===== src/rtl/mastermind_pkg.sv =====
// Shared MasterMind types: symbol/count widths and the scorer FSM encoding,
// used by the digit-entry, display and scoring stages alike.
package mastermind_pkg;

  localparam int DIGITS   = 4;
  localparam int SYM_BITS = 4;

  typedef logic [SYM_BITS-1:0]          sym_t;
  typedef logic [$clog2(DIGITS+1)-1:0]  count_t;

  typedef enum logic [1:0] {
    IDLE         = 2'd0,
    EXACT_PASS   = 2'd1,
    PARTIAL_PASS = 2'd2,
    REPORT       = 2'd3
  } scorer_state_t;

endpackage


===== src/rtl/mastermind_scorer.sv =====
// Sequential MasterMind guess scorer with win/try tracking; one symbol comparator
// reused across an exact pass and a pairwise colour pass.
// Option: MASTERMIND_SCORER_TRY_LIMIT_EN ends the game after MAX_TRIES guesses.
module mastermind_scorer
  import mastermind_pkg::*;
#(
  parameter int DIGITS    = mastermind_pkg::DIGITS,
  parameter int SYM_BITS  = mastermind_pkg::SYM_BITS,
  parameter int MAX_TRIES = 10
) (
  input  logic                           CLK,
  input  logic                           RST,
  input  logic                           START,
  input  logic                           NEW_GAME,
  input  logic [DIGITS*SYM_BITS-1:0]     GUESS,
  input  logic [DIGITS*SYM_BITS-1:0]     SECRET,
  output logic                           BUSY,
  output logic                           DONE,
  output logic [$clog2(DIGITS+1)-1:0]    EXACT,
  output logic [$clog2(DIGITS+1)-1:0]    PARTIAL,
  output logic                           WIN,
  output logic [$clog2(MAX_TRIES+1)-1:0] TRIES,
  output logic                           GAME_OVER
);

  localparam int CW = $clog2(DIGITS + 1);
  localparam int TW = $clog2(MAX_TRIES + 1);
  localparam int IW = (DIGITS > 1) ? $clog2(DIGITS) : 1;
  localparam int GW = DIGITS * SYM_BITS;

  scorer_state_t   state_r;
  scorer_state_t   state_n_s;
  logic [GW-1:0]     guess_r;
  logic [GW-1:0]     secret_r;
  logic [DIGITS-1:0] used_g_r;
  logic [DIGITS-1:0] used_s_r;
  logic [IW-1:0]     i_r;
  logic [IW-1:0]     j_r;
  logic [CW-1:0]     exact_cnt_r;
  logic [CW-1:0]     partial_cnt_r;
  logic [CW-1:0]     exact_r;
  logic [CW-1:0]     partial_r;
  logic [TW-1:0]     tries_r;
  logic [TW-1:0]     tries_n_s;
  logic              win_r;
  logic              game_over_r;
  logic              done_r;
  logic              busy_r;
  logic              start_ok_s;
  logic              i_last_s;
  logic              j_last_s;
  logic              win_n_s;
  logic              game_over_n_s;
  logic [SYM_BITS-1:0] sym_g_s;
  logic [SYM_BITS-1:0] sym_s_s;
  logic              sym_eq_s;
  logic              partial_hit_s;

  assign BUSY      = busy_r;
  assign DONE      = done_r;
  assign EXACT     = exact_r;
  assign PARTIAL   = partial_r;
  assign WIN       = win_r;
  assign TRIES     = tries_r;
  assign GAME_OVER = game_over_r;

  // Single shared comparator: secret index follows i in the exact pass, j otherwise.
  always_comb begin
    sym_g_s = guess_r[i_r*SYM_BITS +: SYM_BITS];
    if (state_r == EXACT_PASS) begin
      sym_s_s = secret_r[i_r*SYM_BITS +: SYM_BITS];
    end else begin
      sym_s_s = secret_r[j_r*SYM_BITS +: SYM_BITS];
    end
    sym_eq_s      = (sym_g_s == sym_s_s);
    partial_hit_s = sym_eq_s & ~used_g_r[i_r] & ~used_s_r[j_r];
    i_last_s      = (i_r == IW'(DIGITS - 1));
    j_last_s      = (j_r == IW'(DIGITS - 1));
    start_ok_s    = START & ~game_over_r;
  end

  // Outcome of the score being reported this cycle.
  always_comb begin
    win_n_s = (exact_cnt_r == CW'(DIGITS));
`ifdef MASTERMIND_SCORER_TRY_LIMIT_EN
    if (tries_r == TW'(MAX_TRIES)) begin
      tries_n_s = tries_r;
    end else begin
      tries_n_s = tries_r + TW'(1);
    end
    game_over_n_s = win_n_s | (tries_n_s == TW'(MAX_TRIES));
`else
    if (tries_r == {TW{1'b1}}) begin
      tries_n_s = tries_r;
    end else begin
      tries_n_s = tries_r + TW'(1);
    end
    game_over_n_s = win_n_s;
`endif
  end

  // FSM next state; NEW_GAME overrides everything, including a same-cycle START.
  always_comb begin
    state_n_s = state_r;
    if (NEW_GAME) begin
      state_n_s = IDLE;
    end else begin
      case (state_r)
        IDLE: begin
          if (start_ok_s) begin
            state_n_s = EXACT_PASS;
          end else begin
            state_n_s = IDLE;
          end
        end
        EXACT_PASS: begin
          if (i_last_s) begin
            state_n_s = PARTIAL_PASS;
          end else begin
            state_n_s = EXACT_PASS;
          end
        end
        PARTIAL_PASS: begin
          if (i_last_s && j_last_s) begin
            state_n_s = REPORT;
          end else begin
            state_n_s = PARTIAL_PASS;
          end
        end
        REPORT:  state_n_s = IDLE;
        default: state_n_s = IDLE;
      endcase
    end
  end

  // FSM state register.
  always_ff @(posedge CLK or posedge RST) begin
    if (RST) begin
      state_r <= IDLE;
    end else begin
      state_r <= state_n_s;
    end
  end

  // Datapath: operand latches, index counters, working counts and reported results.
  always_ff @(posedge CLK or posedge RST) begin
    if (RST) begin
      guess_r       <= {GW{1'b0}};
      secret_r      <= {GW{1'b0}};
      used_g_r      <= {DIGITS{1'b0}};
      used_s_r      <= {DIGITS{1'b0}};
      i_r           <= {IW{1'b0}};
      j_r           <= {IW{1'b0}};
      exact_cnt_r   <= {CW{1'b0}};
      partial_cnt_r <= {CW{1'b0}};
      exact_r       <= {CW{1'b0}};
      partial_r     <= {CW{1'b0}};
      tries_r       <= {TW{1'b0}};
      win_r         <= 1'b0;
      game_over_r   <= 1'b0;
      done_r        <= 1'b0;
      busy_r        <= 1'b0;
    end else if (NEW_GAME) begin
      used_g_r      <= {DIGITS{1'b0}};
      used_s_r      <= {DIGITS{1'b0}};
      i_r           <= {IW{1'b0}};
      j_r           <= {IW{1'b0}};
      exact_cnt_r   <= {CW{1'b0}};
      partial_cnt_r <= {CW{1'b0}};
      exact_r       <= {CW{1'b0}};
      partial_r     <= {CW{1'b0}};
      tries_r       <= {TW{1'b0}};
      win_r         <= 1'b0;
      game_over_r   <= 1'b0;
      done_r        <= 1'b0;
      busy_r        <= 1'b0;
    end else begin
      done_r <= 1'b0;
      busy_r <= (state_n_s != IDLE);
      case (state_r)
        IDLE: begin
          if (start_ok_s) begin
            guess_r       <= GUESS;
            secret_r      <= SECRET;
            used_g_r      <= {DIGITS{1'b0}};
            used_s_r      <= {DIGITS{1'b0}};
            i_r           <= {IW{1'b0}};
            j_r           <= {IW{1'b0}};
            exact_cnt_r   <= {CW{1'b0}};
            partial_cnt_r <= {CW{1'b0}};
          end
        end
        EXACT_PASS: begin
          if (sym_eq_s) begin
            exact_cnt_r   <= exact_cnt_r + CW'(1);
            used_g_r[i_r] <= 1'b1;
            used_s_r[i_r] <= 1'b1;
          end
          i_r <= i_last_s ? {IW{1'b0}} : i_r + IW'(1);
        end
        PARTIAL_PASS: begin
          if (partial_hit_s) begin
            partial_cnt_r <= partial_cnt_r + CW'(1);
            used_g_r[i_r] <= 1'b1;
            used_s_r[j_r] <= 1'b1;
          end
          if (j_last_s) begin
            j_r <= {IW{1'b0}};
            i_r <= i_last_s ? {IW{1'b0}} : i_r + IW'(1);
          end else begin
            j_r <= j_r + IW'(1);
          end
        end
        REPORT: begin
          exact_r     <= exact_cnt_r;
          partial_r   <= partial_cnt_r;
          win_r       <= win_n_s;
          tries_r     <= tries_n_s;
          game_over_r <= game_over_n_s;
          done_r      <= 1'b1;
        end
        default: begin
          done_r <= 1'b0;
        end
      endcase
    end
  end

endmodule


===== config.mk =====
export PLATFORM = sky130hd
export DESIGN_NAME = mastermind_scorer
export DESIGN_NICKNAME = d
export VERILOG_FILES = /design/src/rtl/mastermind_pkg.sv /design/src/rtl/mastermind_scorer.sv
export SDC_FILE = /design/constraint.sdc
export NUM_CORES = 1
export LEC_CHECK = 0
export ABC_AREA = 1
export ABC_CLOCK_PERIOD_IN_PS = 2500
export BUFFER_PORTS_ARGS = -buffer_cell sky130_fd_sc_hd__buf_2
export CAP_MARGIN = 30
export CORE_MARGIN = 2
export CORE_UTILIZATION = 45
export CTS_BUF_LIST = sky130_fd_sc_hd__clkbuf_2 sky130_fd_sc_hd__clkbuf_4 sky130_fd_sc_hd__clkbuf_8
export DETAILED_ROUTE_END_ITERATION = 12
export HOLD_SLACK_MARGIN = 0.03
export PLACE_DENSITY = 0.68
export SLEW_MARGIN = 20
export SYNTH_ARGS = -nofsm -noshare
export SYNTH_HDL_FRONTEND = slang
export SYNTH_SLANG_ARGS = --single-unit

===== constraint.sdc =====
create_clock -name CLK -period 2.5 [get_ports CLK]
set_input_delay 0.625 -clock CLK [delete_from_list [all_inputs] [get_ports CLK]]
set_output_delay 0.625 -clock CLK [all_outputs]
set_load 0.01 [all_outputs]

==> reports/qor.yml <==
global_routing:
  grt_pass1_vias: 2801
  grt_max_degree: 40
  antenna_found_initial: 0
  overflow: 0
  grt_pass1_wl_mm: 12.6
  grt_usage_pct: 18.8
setup_path:
  critical_path.max_stage_delay_ns: 0.41
  r2r-start: "state_r[1]"
  r2r_end: "used_g_r[1]"
  crit_chain: "inv_1 -> ha_2 -> inv_2 -> nand2_8 -> nand2_8 -> nand2_1 -> nand3_1 -> nand3_1 -> nand2_1 -> nor2_2 -> nand2_2 -> a21oi_4 -> nand2_4 -> nand2_1 -> nand2_1"
  path_max_fanout: 10
  path_buf_inv: 2
  path_delay_family: "simple AND/OR/NAND/NOR gates"
  slowest_stage: "dfrtp_1"
  crit_path_end_kind: "flop"
  startpoint_type: "flop"
  crit_top_cell: "nand2_1"
  worstPathArrival_ns: 2.53
  required_ns: 2.74
  criticalPathCategory: "reg -> reg"
  r2r_cells: 15
  ff2ff_setup_slack_ns: 0.21
timing:
  relSlewSlack_pct: 60.3
  min_period_ns: 2.29
  finalClockSkew_ns: 0.00942
  whs_ns: 0.335
  tns_ns: 0
  hold_violations: 0
  post-route-period-util_pct: 91.6
  setup_violations: 0
  slew_violations: 0
  fmax_ghz: 0.437
  tightest_slew_ns: 0.594
floorplanning:
  core-area_sq_mm: 0.00765
  start_util_pct: 46.0
  die-height_um: 92.5
  row_count: 32
  dieWidth_um: 92.5
  die-area_sq_mm: 0.00855
  io-pin-count: 50
logic_synthesis:
  synth-seq-area-share_pct: 46.2
  syn_area_per_cell_sq_um: 8.82
  synthesis.nets: 452
  ys_seq_elements: 65
  syn-instance-count: 399
  yosys_warnings: 0
  netlist_area_sq_mm: 0.00352
  ys_types: 36
layout:
  final_cell_mix: "98 x nand2_1, 65 x dfrtp_1, 49 x nand3_1, 49 x buf_2, 38 x inv_1"
  mostFrequentLayoutCell: "nand2_1"
  nets: 507
  syn2layout_area_growth_pct: 16.6
  drive_gt1_share_pct: 25.1
  n_antenna_cell: 0
clocking:
  cts_buffer_depth: 2
  ctsRootBufferMaster: "clkbuf_8"
  cts_hold_buffers: 0
  cts.sinks: 65
  clk_pin_slew_ns: 0.07
  clock_latency_ns: 0.36
  cts_tree: "done"
  numCtsBuffers: 9
  htree_num_levels: 3
drt:
  top_layer_used: "met4"
  antenna_left: 0
  drc: 0
  drt_iter0_drc: 142
  routed_wl_mm: 7.38
  wl_met3_um: 377
  met2_wirelength_mm: 3.60
  vias: 2893
  wire_per_inst_um: 13.2
  vias_per_cell: 5.16
  wl_met1_mm: 3.37
  dr.pass1.iters: 4
placement:
  place.gp.congestion: 0.920
  portBuffers: 49
  post-dp-hpwl_mm: 5.41
power:
  p_per_area_mw_per_mm2: 703
  total_leakage_power_nw: 2.05
  total_power_mw: 2.89
  irDropWorstVdd_mv: 0.345
worst_hold_path:
  hp-class: "in -> async"
run_status:
  outcome: "finished clean"
flow_run:
  cap_violations: 0
[per-stage QoR]
stage	instance area, sq um	instances	utilization (%)	setup WS, ns
2_1_floorplan	3520	399	-	0.249
3_3_place_gp	3910	545	51.1	0.251
3_5_place_dp	3910	545	51.1	0.169
4_1_cts	4100	561	53.7	0.150
5_1_grt	4110	561	53.7	-0.00105
6_report	4110	561	53.7	0.210
[synthesized netlist by cell type]
cell	instances	share of area [%]
mux2i_1	1	0.28
nand2_1	98	10
nor2_1	22	2.3
nand2_2	4	0.71
a21oi_4	1	0.46
o21ai_2	1	0.25
a32o_1	1	0.28
a22o_1	2	0.50
nand2_4	3	0.96
inv_1	39	4.2
buf_1	1	0.11
a211oi_1	3	0.64
buf_2	2	0.28
mux2_2	26	8.3
o21a_1	1	0.21
ha_1	17	6.0
inv_2	3	0.32
nand3_1	49	7.0
or2_2	1	0.18
o2111ai_1	1	0.25
o21ai_1	3	0.43
a311oi_1	2	0.50
dfrtp_1	65	46
nand2_8	2	1.1
o21ai_0	22	3.1
nor4_1	1	0.18
a31oi_1	1	0.18
nand4_1	1	0.18
nor3_1	4	0.57
clkbuf_1	4	0.43
xor2_1	2	0.50
nor2_2	2	0.36
o31ai_1	1	0.21
a21oi_1	10	1.4
buf_4	2	0.43
o21ai_4	1	0.46
[routing by layer]
| metal | vias up | GRT usage (%) |
|---|---|---|
| met2 | 76 | 30.8 |
| met4 | 0 | 7.09 |
| li1 | 1439 | - |
| met1 | 1372 | 23.7 |
| met3 | 6 | 5.13 |
| met5 | - | 0 |
[how the worst max path moves through the flow]
stage	from	endpoint	slack (ns)	cells past startpoint
after global placement	state_r[1]	used_s_r[0]	0.25	15
after CTS	state_r[1]	used_g_r[1]	0.15	15
after detailed placement	state_r[1]	used_s_r[3]	0.17	15
final	state_r[1]	used_g_r[1]	0.21	15
after global routing	state_r[1]	used_s_r[3]	-0.001	13
after floorplan	RST	BUSY	0.25	1
[report_power, final]
part | internal [mW] | switching [mW]
combinational | 0.289 | 0.396
sequential | 1.20 | 0.0916
clock | 0.474 | 0.433
total | 1.97 | 0.920
[registers in the layout (all words and copies together) (netlist names)]
signal and cells:
partial_cnt_r 3, state_r 2, exact_cnt_r 3, i_r 2, GAME_OVER 1, BUSY 1, j_r 2, guess_r 16
used_s_r 4, DONE 1, TRIES 4, used_g_r 4, PARTIAL 3, secret_r 16, EXACT 3
[timing repair]
| action | 4_1_cts | 5_1_grt |
|---|---|---|
| setup endpoints to repair | 0 | 12 |
| buffers inserted | 0 | 0 |
| gates resized for setup | 0 | 1 |
[cell families after synthesis]
family                   Yosys count  share of synthesized area (%)
AND/OR/NAND/NOR                  187                           24.0
flip-flops                        65                           46.2
buffers and inverters             51                           5.72
AO/OA/AOI/OAI                     50                           8.92
multiplexers                      27                           8.60
adder cells (fa/ha/maj)           17                           6.04
XOR/XNOR                           2                          0.498
[layout make-up]
| type | instances | area, sq um |
|---|---|---|
| well taps | 102 | 128 |
| fillers | 703 | 3540 |
| multi-input cells | 283 | 1700 |
| repair buffers | 53 | 300 |
| clock inverters | 6 | 67.6 |
| inverters | 42 | 158 |
| clock buffers | 10 | 131 |
| flip-flops and latches | 65 | 1630 |
(Power assumes the default switching activity.)
